File: config.mk
export PLATFORM = sky130hd
export DESIGN_NAME = tanh_stream_driver
export DESIGN_NICKNAME = d
export VERILOG_FILES = /design/src/rtl/tanh_stream_driver.sv
export SDC_FILE = /design/constraint.sdc
export NUM_CORES = 1
export LEC_CHECK = 0
export ABC_AREA = 1
export BUFFER_PORTS_ARGS = -buffer_cell sky130_fd_sc_hd__buf_2
export CAP_MARGIN = 0
export CORE_UTILIZATION = 62
export DETAILED_ROUTE_END_ITERATION = 16
export PLACE_DENSITY = 0.84
export SLEW_MARGIN = 20
export SYNTH_ARGS = -nofsm -noshare
export SYNTH_HDL_FRONTEND = slang
export SYNTH_SLANG_ARGS = --single-unit
File: constraint.sdc
create_clock -name clock -period 5.4 [get_ports clock]
set_input_delay 1.08 -clock clock [delete_from_list [all_inputs] [get_ports clock]]
set_output_delay 1.08 -clock clock [all_outputs]
set_load 0.01 [all_outputs]
File: src/rtl/tanh_stream_driver.sv
`default_nettype none
// ---------------------------------------------------------------------------
// tanh_stream_driver : valid/ready front and back end for the tanh pipeline
// Rev 1.0
// ---------------------------------------------------------------------------
module tanh_stream_driver #(
  parameter int BITWIDTH   = 18,
  parameter int LATENCY    = 4,
  parameter int FIFO_DEPTH = 8
) (
  input  logic                clock,
  input  logic                reset,
  input  logic                in_valid,
  output logic                in_ready,
  input  logic [BITWIDTH-1:0] in_data,
  output logic [BITWIDTH-1:0] act_operand,
  input  logic [BITWIDTH-1:0] act_result,
  output logic                out_valid,
  input  logic                out_ready,
  output logic [BITWIDTH-1:0] out_data,
  output logic                busy,
  output logic [31:0]         sample_count
);

  localparam int c_addr_w   = $clog2(FIFO_DEPTH);
  localparam int c_cnt_w    = c_addr_w + 1;
  localparam int c_credit_w = $clog2(FIFO_DEPTH + LATENCY + 1);

  logic                  r_released;
  logic [LATENCY-1:0]    r_valid_pipe;
  logic [BITWIDTH-1:0]   r_mem [FIFO_DEPTH];
  logic [c_addr_w-1:0]   r_wr_ptr;
  logic [c_addr_w-1:0]   r_rd_ptr;
  logic [c_cnt_w-1:0]    r_count;
  logic [c_credit_w-1:0] w_inflight;
  logic [c_credit_w-1:0] w_credit_used;
  logic                  w_issue;
  logic                  w_push;
  logic                  w_pop;

  assign w_issue = in_valid && in_ready;
  assign w_push  = r_valid_pipe[LATENCY-1];
  assign w_pop   = out_valid && out_ready;

  // Credit counts every sample already owed a FIFO slot, so a result is never refused.
  always_comb begin
    w_inflight = '0;
    for (int i = 0; i < LATENCY; i++) begin
      w_inflight = w_inflight + c_credit_w'(r_valid_pipe[i]);
    end
    w_credit_used = c_credit_w'(r_count) + w_inflight;
    in_ready      = r_released && (w_credit_used < c_credit_w'(FIFO_DEPTH));
  end

  assign out_valid = (r_count != '0);
  assign out_data  = r_mem[r_rd_ptr];
  assign busy      = (r_valid_pipe != '0) || (r_count != '0);

  always_ff @(posedge clock or negedge reset) begin
    if (!reset) begin
      r_released  <= 1'b0;
      act_operand <= '0;
    end else begin
      r_released <= 1'b1;
      if (w_issue) begin
        act_operand <= in_data;
      end
    end
  end

  generate
    if (LATENCY == 1) begin : g_pipe_single
      always_ff @(posedge clock or negedge reset) begin
        if (!reset) begin
          r_valid_pipe <= '0;
        end else begin
          r_valid_pipe <= w_issue;
        end
      end
    end else begin : g_pipe_shift
      always_ff @(posedge clock or negedge reset) begin
        if (!reset) begin
          r_valid_pipe <= '0;
        end else begin
          r_valid_pipe <= {r_valid_pipe[LATENCY-2:0], w_issue};
        end
      end
    end
  endgenerate

  // Storage needs no reset: nothing reads an entry before it is written.
  always_ff @(posedge clock) begin
    if (w_push) begin
      r_mem[r_wr_ptr] <= act_result;
    end
  end

  always_ff @(posedge clock or negedge reset) begin
    if (!reset) begin
      r_wr_ptr     <= '0;
      r_rd_ptr     <= '0;
      r_count      <= '0;
      sample_count <= '0;
    end else begin
      if (w_push) begin
        r_wr_ptr <= r_wr_ptr + c_addr_w'(1);
      end
      if (w_pop) begin
        r_rd_ptr     <= r_rd_ptr + c_addr_w'(1);
        sample_count <= sample_count + 32'd1;
      end
      case ({w_push, w_pop})
        2'b10:   r_count <= r_count + c_cnt_w'(1);
        2'b01:   r_count <= r_count - c_cnt_w'(1);
        default: r_count <= r_count;
      endcase
    end
  end

endmodule
`default_nettype wire

; ---- Word level (Yosys, flattened, before mapping)
; Memories as Yosys holds them, arrays and structs flattened.
; Cells that the tools add are included.
; Widths: inputs -> output; s select.
[classes]
reduce_logical = 7
muxes = 3
add_sub_neg = 9
eq_ne = 2
n_lt_le_gt_ge = 1
[op_table]
columns = op, n
row1 = $add 32x1->32 const B, 1
row2 = $pmux 4 s2, 1
row3 = $reduce_bool 4->1, 2
row4 = $add 3x1->3 const B, 2
row5 = $add 3x1->4, 1
row6 = $add 4x1->4 const B, 1
row7 = $add 4x4->4, 1
row8 = $lt 4x4->1 const B, 1
row9 = $sub 4x1->4 const B, 1
row10 = $add 2x1->3, 1
row11 = $logic_and 1x1->1, 3
row12 = $add 1x1->2, 1
row13 = $eq 2x1->1 const B, 1
row14 = $eq 2x2->1 const B, 1
row15 = $mux 1, 2
row16 = $reduce_bool 2->1, 1
row17 = $logic_or 1x1->1, 1
[word_totals]
out_inout_bits = 71
elab_cells = 30
ramBits = 144
memories = 1
regBits = 65
in_bits = 40
[mem_list]
columns = memory, depth, word_bits, read_ports, rd_clocked_by_memory_dff, wr, line_no
row1 = r_mem, 8, 18, 1, 0, 1, 31  ; logic [BITWIDTH-1:0] r_mem [FIFO_DEPTH];

; ---- Longest topological paths before layout
; Gate-level depths: netlist of the first run.
[depth]
ltp_word = 7
ltp_mapped = 16
mapped_depth_nobuf = 14

; ---- Worst setup path before layout of the first run
; No wires, ideal clock.
[synth_path]
path_kind = reg2out
startpoint = register r_valid_pipe[0]
endpoint = output port in_ready
slack_ns = 2.549
stages_incl_launch_ff = 11
n_path_buf = 2
arrival_time_ns = 1.771
required_ns = 4.320
path_cell_list = dfrtp_1 > fa_1 > ha_1 > nand2_1 > nand2_1 > nand2_1 > nand3_1 > nand2_1 > nor2_2 > buf_6 > buf_6
[synth_between]
elab_chain_len = 6
[synth_rtl]
columns = item, line_no
row1 = from (decl), 30  ; logic [LATENCY-1:0] r_valid_pipe;
row2 = from (signal assigned), 85  ; r_valid_pipe <= {r_valid_pipe[LATENCY-2:0], w_issue};
row3 = $add 1x1->2, 49  ; w_inflight = w_inflight + c_credit_w'(r_valid_pipe[i]);
row4 = $add 2x1->3, 49
row5 = $add 3x1->4, 49
row6 = $add 4x4->4, 51  ; w_credit_used = c_credit_w'(r_count) + w_inflight;
row7 = $lt 4x4->1, 52  ; in_ready = r_released && (w_credit_used < c_credit_w'(FIFO_DEPTH));
row8 = $logic_and 1x1->1, 52
row9 = to (decl), 14  ; output logic in_ready,
; Every way passes these cells.

; ---- Worst setup path after layout of the first run
[layout_path]
startpoint = register r_rd_ptr[0]
endpoint = output port out_data[5]
[layout_between]
elab_chain_len = 1
[layout_rtl]
columns = item, line_no
row1 = from (decl), 33  ; logic [c_addr_w-1:0] r_rd_ptr;
row2 = from (signal assigned), 109  ; r_rd_ptr <= r_rd_ptr + c_addr_w'(1);
row3 = $mem_v2 8x18, --
row4 = to (decl), 20  ; output logic [BITWIDTH-1:0] out_data,
; Every way passes these cells.

==> run_summary.xml, run 1 <==
<?xml version="1.0" encoding="UTF-8"?>
<metrics>
  <group name="sta">
    <metric name="setup_viol" unit="">0</metric>
    <metric name="timing_max_transition_violations_final" unit="">0</metric>
    <metric name="hold_viol" unit="">0</metric>
    <metric name="remaining_max_slew_budget_at_the_tightest_pin" unit="">0.419</metric>
    <metric name="unrepaired_setup_endpoints_after_global_routing" unit="">no</metric>
    <metric name="worst-slew-pin-transition" unit="ps">872</metric>
    <metric name="fin_worst_hold_slack" unit="ps">405</metric>
    <metric name="min_period" unit="ps">3730</metric>
    <metric name="timing.final.crit_share" unit="">0.691</metric>
    <metric name="finClkSkew" unit="ps">11.4</metric>
    <metric name="clock.fmax" unit="MHz">268</metric>
    <metric name="setup_tns" unit="ps">0</metric>
  </group>
  <group name="global_routing">
    <metric name="congestion_overflow_gr" unit="">0</metric>
    <metric name="initial_antenna_violation_count" unit="">0</metric>
    <metric name="largest_net_degree_at_the_start_of_global_routing" unit="">40</metric>
    <metric name="vias_in_the_first_global_route" unit="">5798</metric>
    <metric name="groute.usage.overall" unit="">0.255</metric>
    <metric name="first_pass_grt_wire_length" unit="mm">29.3</metric>
  </group>
  <group name="yosys">
    <metric name="post_synth_inst_count" unit="">834</metric>
    <metric name="synth.lib_cells_used.distinct" unit="">29</metric>
    <metric name="ys_seq_area_frac" unit="">0.658</metric>
    <metric name="cell_area_synth" unit="mm2">0.00904</metric>
    <metric name="ys_ff_latch" unit="">209</metric>
    <metric name="yosysWarnings" unit="">0</metric>
    <metric name="synth.avg_cell_area" unit="um2">10.8</metric>
    <metric name="syn-num-nets" unit="">884</metric>
  </group>
  <group name="cts">
    <metric name="clock_latency_of_the_later_clocked_register_in_the_worst_skew_pair" unit="ps">480</metric>
    <metric name="clockBufferDepth" unit="">3</metric>
    <metric name="post_cts.resized_instances" unit="">0</metric>
    <metric name="ctsHtreeMaxLevel" unit="">1</metric>
    <metric name="cts.sinks" unit="">209</metric>
    <metric name="clk_pin_slew" unit="ps">60</metric>
    <metric name="ctsRootBufferMaster" unit="">clkbuf_16</metric>
    <metric name="cts_buffers" unit="">21</metric>
    <metric name="post_cts.repair.setup_buffers" unit="">0</metric>
    <metric name="cts_tree" unit="">done</metric>
    <metric name="cts_hold_repair.buffers" unit="">0</metric>
  </group>
  <group name="worst_hold_path">
    <metric name="hold_path_end" unit="">r_valid_pipe[3]</metric>
    <metric name="hold_start" unit="">r_valid_pipe[2]</metric>
    <metric name="hp-class" unit="">flip-flop to flip-flop</metric>
    <metric name="min_delay_path_depth" unit="">0</metric>
  </group>
  <group name="critical_path">
    <metric name="regToRegSetupSlack" unit="ps">2780</metric>
    <metric name="worst_path_class_setup" unit="">flip-flop to output port</metric>
    <metric name="required" unit="ps">4320</metric>
    <metric name="worstPathBufferInverterCount" unit="">2</metric>
    <metric name="critPathMaxStageDelay" unit="ps">880</metric>
    <metric name="critical_path_top_delay_cell" unit="">dfrtp_2</metric>
    <metric name="cp_launch_type" unit="">flip-flop</metric>
    <metric name="worstPathCellList" unit="">buf_4 -&gt; mux2i_1 -&gt; o22ai_1 -&gt; nand2_1 -&gt; nand2_1 -&gt; buf_2</metric>
    <metric name="crit-reg2reg-capture" unit="">r_count[2]</metric>
    <metric name="cp_data_arrival_time" unit="ps">2650</metric>
    <metric name="timing.critical_path.fanout_max" unit="">39</metric>
    <metric name="cpLargestDelayFamily" unit="">flip-flops</metric>
    <metric name="timing.critical_path.to_type" unit="">output port</metric>
    <metric name="timing.critical_path.mode_cell" unit="">nand2_1</metric>
    <metric name="crit-reg2reg-launch" unit="">r_count[2]</metric>
    <metric name="crit_cells" unit="">6</metric>
    <metric name="path_depth_of_the_worst_reg2reg_path" unit="">12</metric>
  </group>
  <group name="finish">
    <metric name="layout_commonest_cell" unit="">nand2_1</metric>
    <metric name="final_nets" unit="">994</metric>
    <metric name="post_route_cells_drive_above_1_share" unit="">0.175</metric>
    <metric name="area_growth" unit="%">15.2</metric>
    <metric name="layout.cell_area.non_filler" unit="mm2">0.0104</metric>
    <metric name="fillerInstances" unit="">972</metric>
    <metric name="final_cell_mix" unit="">240 x nand2_1, 144 x edfxtp_1, 110 x buf_2</metric>
    <metric name="antenna_cells_inserted" unit="">0</metric>
  </group>
  <group name="floorplan">
    <metric name="die-width" unit="um">123</metric>
    <metric name="initial_util" unit="">0.644</metric>
    <metric name="die_height" unit="um">123</metric>
    <metric name="io_pins" unit="">111</metric>
    <metric name="rows" unit="">43</metric>
    <metric name="die-area" unit="mm2">0.0151</metric>
    <metric name="floorplan_core_area" unit="mm2">0.0140</metric>
  </group>
  <group name="placed_design">
    <metric name="place_area" unit="mm2">0.00973</metric>
    <metric name="placement.io_buffers" unit="">110</metric>
    <metric name="finalWeightedCongestion" unit="">0.872</metric>
    <metric name="hpwlAfterDp" unit="mm">11.4</metric>
  </group>
  <group name="routing">
    <metric name="wl_per_cell" unit="um">16.7</metric>
    <metric name="num_vias" unit="">6309</metric>
    <metric name="detailedRoute.firstIterationViolations" unit="">528</metric>
    <metric name="detail_route.drc_violations" unit="">0</metric>
    <metric name="drt_pass1_iterations" unit="">5</metric>
    <metric name="routed_wirelength" unit="mm">19.0</metric>
    <metric name="via_per_inst" unit="">5.55</metric>
    <metric name="antenna_left" unit="">0</metric>
  </group>
  <group name="power">
    <metric name="power_leakage" unit="nW">4.39</metric>
    <metric name="pwr_density_cell" unit="mW/mm2">479</metric>
    <metric name="irDropWorstVdd" unit="mV">0.314</metric>
  </group>
  <group name="status">
    <metric name="outcome" unit="">completed</metric>
  </group>
  <group name="run">
    <metric name="max_cap_check_violation_count" unit="">0</metric>
  </group>
</metrics>
layer usage:
metal | vias to the layer above | routed length, um | global-route usage
met1 | 3006 | 7990 | 0.344
met4 | 0 | 282 | 0.0518
li1 | 3059 | - | -
met3 | 21 | 1240 | 0.0386
met2 | 223 | 9460 | 0.442
met5 | - | 0 | 0
state kept, by name (all words and copies together) (netlist names):
| register | cells |
|---|---|
| act_operand | 18 |
| r_wr_ptr | 3 |
| sample_count | 32 |
| r_valid_pipe | 4 |
| r_released | 1 |
| r_rd_ptr | 3 |
| r_count | 4 |
| r_mem | 144 |
stage by stage:
stage / setup slack, ps / power, mW / utilization / cells
finish: 1670 / 4.98 / 0.741 / 1137
CTS: 1670 / 4.99 / 0.740 / 1137
floorplan: 2550 / 3.11 / - / 834
global placement: 2250 / 3.53 / 0.693 / 1101
global route: 1490 / 5.25 / 0.741 / 1137
detailed placement: 2170 / 3.59 / 0.693 / 1101
where the power goes:
part	switching, mW	total, mW	internal [mW]
Sequential	0.250	2.17	1.92
Combinational	0.883	1.43	0.544
Clock	0.564	1.39	0.825
Total	1.70	4.98	3.29
cells in the mapped netlist:
master	number	area [um2]
nand2_2	4	25.0
o21ai_0	41	205
xor2_1	15	131
nand3_1	41	205
nor2_2	2	12.5
xnor2_1	7	61.3
mux2i_1	36	360
buf_2	11	55.1
inv_1	42	158
a21oi_1	2	10.0
buf_1	4	15.0
inv_2	2	7.51
nor3_1	2	10.0
conb_1	1	3.75
clkbuf_1	10	37.5
buf_4	1	7.51
o22ai_1	36	225
ha_1	9	113
fa_1	1	20.0
or2_2	1	6.26
nor2_4	2	22.5
buf_6	4	45.0
nor2_1	103	387
nor3_4	1	16.3
dfrtp_1	65	1630
nand4_1	6	37.5
edfxtp_1	144	4320
nand2_4	1	11.3
nand2_1	240	901
layout make-up:
type                    count  area (um2)  share of cell area
clock buffers              28         562              0.0540
clock inverters             8        92.6             0.00889
flip-flops and latches    209        5950               0.572
inverters                  44         165              0.0159
multi-input cells         551        2810               0.270
repair buffers            117         603              0.0579
well taps                 180         225              0.0216
cell families (layout without fill, tap and decap cells):
kind of cell	Yosys count	count (layout)	synth area share
compound gates	79	79	0.0487
xor+xnor	22	22	0.0213
fa+ha+maj	10	10	0.0147
buf+inv	74	197	0.0360
flops	209	209	0.658
mux	36	36	0.0399
other cells	1	1	0.000415
simple gates	403	403	0.181
worst max path at each step:
stage | startpoint | to
after global routing | r_rd_ptr[0] | out_data[17]
after detailed placement | r_rd_ptr[0] | out_data[0]
final | r_rd_ptr[0] | out_data[5]
after global placement | r_rd_ptr[0] | out_data[17]
after floorplan | r_valid_pipe[0] | in_ready
after CTS | r_rd_ptr[0] | out_data[0]
(Power assumes the default switching activity.)
==> run 2, diff against run 1 <==
--- a/config.mk
+++ b/config.mk
@@ -8,9 +8,9 @@
 export ABC_AREA = 1
 export BUFFER_PORTS_ARGS = -buffer_cell sky130_fd_sc_hd__buf_2
 export CAP_MARGIN = 0
-export CORE_UTILIZATION = 62
+export CORE_UTILIZATION = 58
 export DETAILED_ROUTE_END_ITERATION = 16
-export PLACE_DENSITY = 0.84
+export PLACE_DENSITY = 0.8
 export SLEW_MARGIN = 20
 export SYNTH_ARGS = -nofsm -noshare
 export SYNTH_HDL_FRONTEND = slang
==> constraint.sdc (replaced) <==
create_clock -name clock -period 3.6 [get_ports clock]
set_input_delay 0.72 -clock clock [delete_from_list [all_inputs] [get_ports clock]]
set_output_delay 0.72 -clock clock [all_outputs]
set_load 0.01 [all_outputs]
==> run 2 against run 1 <==
Net effect: flip-flop and latch count did not move; sequential power rose by 44%; setup slack worse by 1300 ps; largest cell class unchanged; via count is 0.19% lower; die area increased by 6.8%; highest routed layer is now met5.
==> run_summary.xml, run 2 (synthesis gave the netlist of run 1 again) <==
<?xml version="1.0" encoding="UTF-8"?>
<metrics>
  <group name="status">
    <metric name="outcome" unit="">completed</metric>
  </group>
  <group name="sta">
    <metric name="timing.final.crit_share" unit="">0.890</metric>
    <metric name="remaining_max_slew_budget_at_the_tightest_pin" unit="">0.502</metric>
    <metric name="final.setup.worst_slack" unit="ps">397</metric>
    <metric name="setup_viol" unit="">0</metric>
    <metric name="unrepaired_setup_endpoints_after_global_routing" unit="">no</metric>
    <metric name="hold_viol" unit="">0</metric>
    <metric name="clock.fmax" unit="MHz">312</metric>
    <metric name="setup_tns" unit="ps">0</metric>
    <metric name="finClkSkew" unit="ps">10.1</metric>
    <metric name="worst-slew-pin-transition" unit="ps">745</metric>
    <metric name="min_period" unit="ps">3200</metric>
    <metric name="timing_max_transition_violations_final" unit="">0</metric>
  </group>
  <group name="critical_path">
    <metric name="crit-reg2reg-capture" unit="">r_count[2]</metric>
    <metric name="required" unit="ps">2880</metric>
    <metric name="cp_launch_type" unit="">flip-flop</metric>
    <metric name="timing.critical_path.fanout_max" unit="">37</metric>
    <metric name="critPathMaxStageDelay" unit="ps">650</metric>
    <metric name="cpLargestDelayFamily" unit="">buffers and inverters</metric>
    <metric name="regToRegSetupSlack" unit="ps">1080</metric>
    <metric name="critical_path_top_delay_cell" unit="">inv_2</metric>
    <metric name="path_depth_of_the_worst_reg2reg_path" unit="">12</metric>
    <metric name="worstPathBufferInverterCount" unit="">2</metric>
    <metric name="timing.critical_path.to_type" unit="">output port</metric>
    <metric name="timing.critical_path.mode_cell" unit="">nand2_1</metric>
    <metric name="crit-reg2reg-launch" unit="">r_count[2]</metric>
    <metric name="cp_data_arrival_time" unit="ps">2480</metric>
    <metric name="worst_path_class_setup" unit="">flip-flop to output port</metric>
    <metric name="worstPathCellList" unit="">inv_2 -&gt; nor2_1 -&gt; o22ai_1 -&gt; nand2_1 -&gt; nand2_1 -&gt; buf_2</metric>
  </group>
  <group name="power">
    <metric name="post-layout-total-power" unit="mW">7.65</metric>
    <metric name="pwr_density_cell" unit="mW/mm2">726</metric>
    <metric name="irDropWorstVdd" unit="mV">0.459</metric>
    <metric name="power_leakage" unit="nW">4.46</metric>
  </group>
  <group name="routing">
    <metric name="detailedRoute.firstIterationViolations" unit="">456</metric>
    <metric name="drt_pass1_iterations" unit="">4</metric>
    <metric name="antenna_left" unit="">0</metric>
    <metric name="num_vias" unit="">6297</metric>
    <metric name="routed_wirelength" unit="mm">18.9</metric>
    <metric name="via_per_inst" unit="">5.45</metric>
    <metric name="wl_per_cell" unit="um">16.3</metric>
    <metric name="detail_route.drc_violations" unit="">0</metric>
  </group>
  <group name="cts">
    <metric name="clk_pin_slew" unit="ps">60</metric>
    <metric name="post_cts.resized_instances" unit="">0</metric>
    <metric name="cts.sinks" unit="">209</metric>
    <metric name="ctsRootBufferMaster" unit="">clkbuf_16</metric>
    <metric name="post_cts.repair.setup_buffers" unit="">0</metric>
    <metric name="cts_tree" unit="">done</metric>
    <metric name="ctsHtreeMaxLevel" unit="">1</metric>
    <metric name="clock_latency_of_the_later_clocked_register_in_the_worst_skew_pair" unit="ps">490</metric>
    <metric name="clockBufferDepth" unit="">3</metric>
    <metric name="cts_buffers" unit="">22</metric>
    <metric name="cts_hold_repair.buffers" unit="">0</metric>
  </group>
  <group name="placed_design">
    <metric name="placement.io_buffers" unit="">110</metric>
    <metric name="hpwlAfterDp" unit="mm">11.5</metric>
    <metric name="place_area" unit="mm2">0.00978</metric>
    <metric name="finalWeightedCongestion" unit="">0.904</metric>
    <metric name="preCtsSetupSlack" unit="ps">944</metric>
  </group>
  <group name="floorplan">
    <metric name="die-area" unit="mm2">0.0161</metric>
    <metric name="die_height" unit="um">127</metric>
    <metric name="die-width" unit="um">127</metric>
    <metric name="initial_util" unit="">0.595</metric>
    <metric name="io_pins" unit="">111</metric>
    <metric name="rows" unit="">45</metric>
    <metric name="floorplan_core_area" unit="mm2">0.0152</metric>
  </group>
  <group name="global_routing">
    <metric name="groute.usage.overall" unit="">0.240</metric>
    <metric name="congestion_overflow_gr" unit="">0</metric>
    <metric name="largest_net_degree_at_the_start_of_global_routing" unit="">73</metric>
    <metric name="vias_in_the_first_global_route" unit="">6030</metric>
    <metric name="first_pass_grt_wire_length" unit="mm">30.1</metric>
    <metric name="initial_antenna_violation_count" unit="">1</metric>
  </group>
  <group name="finish">
    <metric name="most_flops_register" unit="">r_mem</metric>
    <metric name="layout.cell_area.non_filler" unit="mm2">0.0105</metric>
    <metric name="top_regs" unit="">r_mem: 144 flops, sample_count: 32 flops, act_operand: 18 flops</metric>
    <metric name="antenna_cells_inserted" unit="">0</metric>
    <metric name="area_growth" unit="%">16.5</metric>
    <metric name="largest_reg_flops" unit="">144</metric>
    <metric name="final_cell_mix" unit="">240 x nand2_1, 144 x edfxtp_1, 110 x buf_2</metric>
    <metric name="final_nets" unit="">1001</metric>
    <metric name="layout_commonest_cell" unit="">nand2_1</metric>
    <metric name="post_route_cells_drive_above_1_share" unit="">0.180</metric>
  </group>
  <group name="run">
    <metric name="max_cap_check_violation_count" unit="">0</metric>
  </group>
  <group name="worst_hold_path">
    <metric name="hp-class" unit="">input pin to async pin</metric>
  </group>
</metrics>
[run 2: worst register-to-register path: stages, from the launching register on]
cell     delay, ps
dfrtp_1        460
nor2_1         210
nand2_2        120
nand2_4        260
inv_1          300
ha_1           340
nand2_1         90
inv_1           50
nor2_1         130
ha_1           160
a21oi_1         50
xor2_1         170
o21ai_0        130
[run 2: through the flow]
stage                     cells  hold WS, ps  utilization
after floorplan             834          375            -
after global placement     1115          387        0.643
after detailed placement   1115          400        0.643
after CTS                  1155          276        0.692
after global routing       1155          310        0.693
final                      1155          259        0.693
[run 2: worst max-delay path by stage]
stage | slack (ps) | cells after the start | from | endpoint
2_1_floorplan | 1110 | 10 | r_valid_pipe[0] | in_ready
3_3_place_gp | 980 | 11 | out_ready | r_count[2]
3_5_place_dp | 940 | 11 | out_ready | r_count[2]
4_1_cts | 400 | 6 | r_rd_ptr[0] | out_data[17]
5_1_grt | 290 | 6 | r_rd_ptr[0] | out_data[17]
6_report | 400 | 6 | r_rd_ptr[0] | out_data[17]
[run 2: metal layers]
metal	wire (um)	part of all wire	global-route usage	vias to the layer above
met2	9500	0.50	0.419	197
met5	13	0.00069	0	-
met4	368	0.020	0.0798	2
met3	1060	0.056	0.0350	33
li1	-	-	-	3063
met1	7920	0.42	0.310	3002
[run 2: power breakdown]
group          leakage [nW]  switching, mW  internal (mW)
clock network         0.358          0.869           1.42
logic                  1.97           1.41          0.829
registers              2.14          0.245           2.88
[run 2: final cells by class]
class	instances	area, um2
Timing Repair Buffer	123	648
Fill cell	1106	4670
Inverter	44	165
Multi-Input combinational cell	551	2780
Clock inverter	9	118
Tap cell	188	235
Sequential cell	209	5950
Clock buffer	31	626
==> run 3, diff against run 2 <==
--- a/config.mk
+++ b/config.mk
@@ -8,9 +8,9 @@
 export ABC_AREA = 1
 export BUFFER_PORTS_ARGS = -buffer_cell sky130_fd_sc_hd__buf_2
 export CAP_MARGIN = 0
-export CORE_UTILIZATION = 58
+export CORE_UTILIZATION = 50
 export DETAILED_ROUTE_END_ITERATION = 16
-export PLACE_DENSITY = 0.8
+export PLACE_DENSITY = 0.7
 export SLEW_MARGIN = 20
 export SYNTH_ARGS = -nofsm -noshare
 export SYNTH_HDL_FRONTEND = slang
==> run 3 against run 2 <==
Net effect: design area rose by 0.14%; clock power fell by 5%; final cell count rose by 3.3%; via count fell by 1.9%; sequential power rose by 2%; largest cell class unchanged; largest power group unchanged.
==> run_summary.xml, run 3 (synthesis gave the netlist of run 1 again) <==
<?xml version="1.0" encoding="UTF-8"?>
<metrics>
  <group name="finish">
    <metric name="area_growth" unit="%">16.6</metric>
    <metric name="antenna_cells_inserted" unit="">0</metric>
    <metric name="post_route_cells_drive_above_1_share" unit="">0.187</metric>
    <metric name="final_nets" unit="">1003</metric>
    <metric name="most_flops_register" unit="">r_mem</metric>
    <metric name="layout.cell_area.non_filler" unit="mm2">0.0105</metric>
    <metric name="layout_commonest_cell" unit="">nand2_1</metric>
    <metric name="largest_reg_flops" unit="">144</metric>
    <metric name="top_regs" unit="">r_mem: 144 flops, sample_count: 32 flops, act_operand: 18 flops</metric>
    <metric name="final_cell_mix" unit="">240 x nand2_1, 144 x edfxtp_1, 110 x buf_2</metric>
  </group>
  <group name="power">
    <metric name="clkPwrFrac" unit="">0.288</metric>
    <metric name="pwr_density_cell" unit="mW/mm2">713</metric>
    <metric name="power_frac_seq" unit="">0.422</metric>
    <metric name="switching_share" unit="">0.334</metric>
    <metric name="power_switching" unit="mW">2.51</metric>
    <metric name="irDropWorstVdd" unit="mV">0.452</metric>
    <metric name="share_comb_of_total_power" unit="">0.290</metric>
    <metric name="power_leakage" unit="nW">4.46</metric>
    <metric name="p_int" unit="mW">5.01</metric>
  </group>
  <group name="routing">
    <metric name="drt_pass1_iterations" unit="">5</metric>
    <metric name="num_vias" unit="">6176</metric>
    <metric name="wl_per_cell" unit="um">15.8</metric>
    <metric name="via_per_inst" unit="">5.18</metric>
    <metric name="routed_wirelength" unit="mm">18.9</metric>
    <metric name="detail_route.drc_violations" unit="">0</metric>
    <metric name="detailedRoute.firstIterationViolations" unit="">335</metric>
    <metric name="antenna_left" unit="">0</metric>
  </group>
  <group name="critical_path">
    <metric name="worst_path_class_setup" unit="">flip-flop to output port</metric>
    <metric name="cp_launch_type" unit="">flip-flop</metric>
    <metric name="timing.critical_path.to_type" unit="">output port</metric>
    <metric name="cp_data_arrival_time" unit="ps">2440</metric>
    <metric name="regToRegSetupSlack" unit="ps">1130</metric>
    <metric name="critical_path_top_delay_cell" unit="">inv_2</metric>
    <metric name="crit-reg2reg-launch" unit="">r_count[2]</metric>
    <metric name="required" unit="ps">2880</metric>
    <metric name="timing.critical_path.fanout_max" unit="">37</metric>
    <metric name="timing.critical_path.mode_cell" unit="">nand2_1</metric>
    <metric name="worstPathCellList" unit="">inv_2 -&gt; nor2_1 -&gt; o22ai_1 -&gt; nand2_1 -&gt; nand2_1 -&gt; buf_2</metric>
    <metric name="path_depth_of_the_worst_reg2reg_path" unit="">12</metric>
    <metric name="crit-reg2reg-capture" unit="">r_count[2]</metric>
    <metric name="critPathMaxStageDelay" unit="ps">630</metric>
  </group>
  <group name="cts">
    <metric name="cts_hold_repair.buffers" unit="">0</metric>
    <metric name="clock_latency_of_the_later_clocked_register_in_the_worst_skew_pair" unit="ps">500</metric>
    <metric name="post_cts.repair.setup_buffers" unit="">0</metric>
    <metric name="ctsRootBufferMaster" unit="">clkbuf_16</metric>
    <metric name="cts_tree" unit="">done</metric>
    <metric name="ctsHtreeMaxLevel" unit="">1</metric>
    <metric name="clockBufferDepth" unit="">3</metric>
    <metric name="post_cts.resized_instances" unit="">0</metric>
    <metric name="clk_pin_slew" unit="ps">60</metric>
    <metric name="cts_buffers" unit="">21</metric>
    <metric name="cts.sinks" unit="">209</metric>
  </group>
  <group name="floorplan">
    <metric name="die_height" unit="um">136</metric>
    <metric name="die-width" unit="um">136</metric>
    <metric name="initial_util" unit="">0.517</metric>
    <metric name="die-area" unit="mm2">0.0186</metric>
    <metric name="rows" unit="">48</metric>
    <metric name="floorplan_core_area" unit="mm2">0.0175</metric>
    <metric name="io_pins" unit="">111</metric>
  </group>
  <group name="sta">
    <metric name="fin_worst_hold_slack" unit="ps">326</metric>
    <metric name="timing_max_transition_violations_final" unit="">0</metric>
    <metric name="setup_viol" unit="">0</metric>
    <metric name="remaining_max_slew_budget_at_the_tightest_pin" unit="">0.444</metric>
    <metric name="min_period" unit="ps">3160</metric>
    <metric name="worst-slew-pin-transition" unit="ps">834</metric>
    <metric name="finClkSkew" unit="ps">12.9</metric>
    <metric name="timing.final.crit_share" unit="">0.877</metric>
    <metric name="hold_viol" unit="">0</metric>
    <metric name="unrepaired_setup_endpoints_after_global_routing" unit="">no</metric>
    <metric name="clock.fmax" unit="MHz">317</metric>
    <metric name="setup_tns" unit="ps">0</metric>
  </group>
  <group name="global_routing">
    <metric name="congestion_overflow_gr" unit="">0</metric>
    <metric name="gr-usage-met3" unit="">0.0306</metric>
    <metric name="vias_in_the_first_global_route" unit="">5826</metric>
    <metric name="first_pass_grt_wire_length" unit="mm">30.1</metric>
    <metric name="grt_most_used_layer" unit="">met2</metric>
    <metric name="groute.usage.overall" unit="">0.211</metric>
    <metric name="largest_net_degree_at_the_start_of_global_routing" unit="">40</metric>
    <metric name="grt_use_met1" unit="">0.289</metric>
    <metric name="grt_use_met2" unit="">0.348</metric>
    <metric name="initial_antenna_violation_count" unit="">0</metric>
  </group>
  <group name="worst_hold_path">
    <metric name="hp-class" unit="">input pin to async pin</metric>
  </group>
  <group name="placed_design">
    <metric name="hpwlAfterDp" unit="mm">11.9</metric>
    <metric name="place_area" unit="mm2">0.00985</metric>
    <metric name="finalWeightedCongestion" unit="">0.804</metric>
    <metric name="placement.io_buffers" unit="">110</metric>
  </group>
  <group name="status">
    <metric name="outcome" unit="">completed</metric>
  </group>
  <group name="run">
    <metric name="max_cap_check_violation_count" unit="">0</metric>
  </group>
</metrics>
-- run 3: cell types whose count changed in the layout (fill, tap and decap cells not counted), moves of 2 or more --
cell       previous run  this run
clkbuf_16            23        21
nor2_1               97        95
clkinv_2              1         3
buf_4                13        16
nor2_2                7        10
clkinv_1              4         0
-- run 3: layout make-up --
| type | instances | area (um2) |
|---|---|---|
| repair buffers | 126 | 671 |
| flip-flops and latches | 209 | 5950 |
| fillers | 1422 | 6930 |
| multi-input cells | 551 | 2780 |
| clock inverters | 7 | 92.6 |
| clock buffers | 31 | 597 |
| inverters | 44 | 165 |
| well taps | 225 | 282 |
-- run 3: how the worst max path moves through the flow --
stage | startpoint | end | slack [ps] | depth (start not counted)
6_report | r_rd_ptr[0] | out_data[13] | 440 | 6
5_1_grt | r_rd_ptr[0] | out_data[13] | 370 | 6
4_1_cts | r_rd_ptr[0] | out_data[13] | 400 | 6
3_5_place_dp | out_ready | r_count[2] | 1010 | 11
3_3_place_gp | out_ready | r_count[2] | 1060 | 11
2_1_floorplan | r_valid_pipe[0] | in_ready | 1110 | 10
-- run 3: power groups by stage --
| stage | registers [mW] | logic, mW | clock network, mW |
|---|---|---|---|
| global route | 3.21 | 2.46 | 2.31 |
| CTS | 3.16 | 2.21 | 2.22 |
| detailed placement | 3.20 | 2.20 | 0 |
| global placement | 3.21 | 2.16 | 0 |
| floorplan | 3.14 | 1.53 | 0 |
| finish | 3.17 | 2.18 | 2.17 |
-- run 3: critical path: cells and delay by family, from the launching register on --
kind	cells	cell delay, ps
and+or+nand+nor	3	320
AOI/OAI and AO/OA	1	280
buffers and inverters	2	760
DFF	1	570
-- run 3: stage by stage --
step           worst slack (ps)  instances  power [mW]   util
2_1_floorplan              1110        834        4.67      -
3_3_place_gp               1060       1155        5.37  0.564
3_5_place_dp               1010       1155        5.41  0.564
4_1_cts                     402       1193        7.60  0.603
5_1_grt                     365       1193        7.98  0.603
6_report                    444       1193        7.52  0.603
-- run 3: layer usage --
metal  part of all wire  wire, um
met3              0.054      1020
met1               0.45      8460
met2               0.48      9030
met5                  0         0
met4              0.019       357
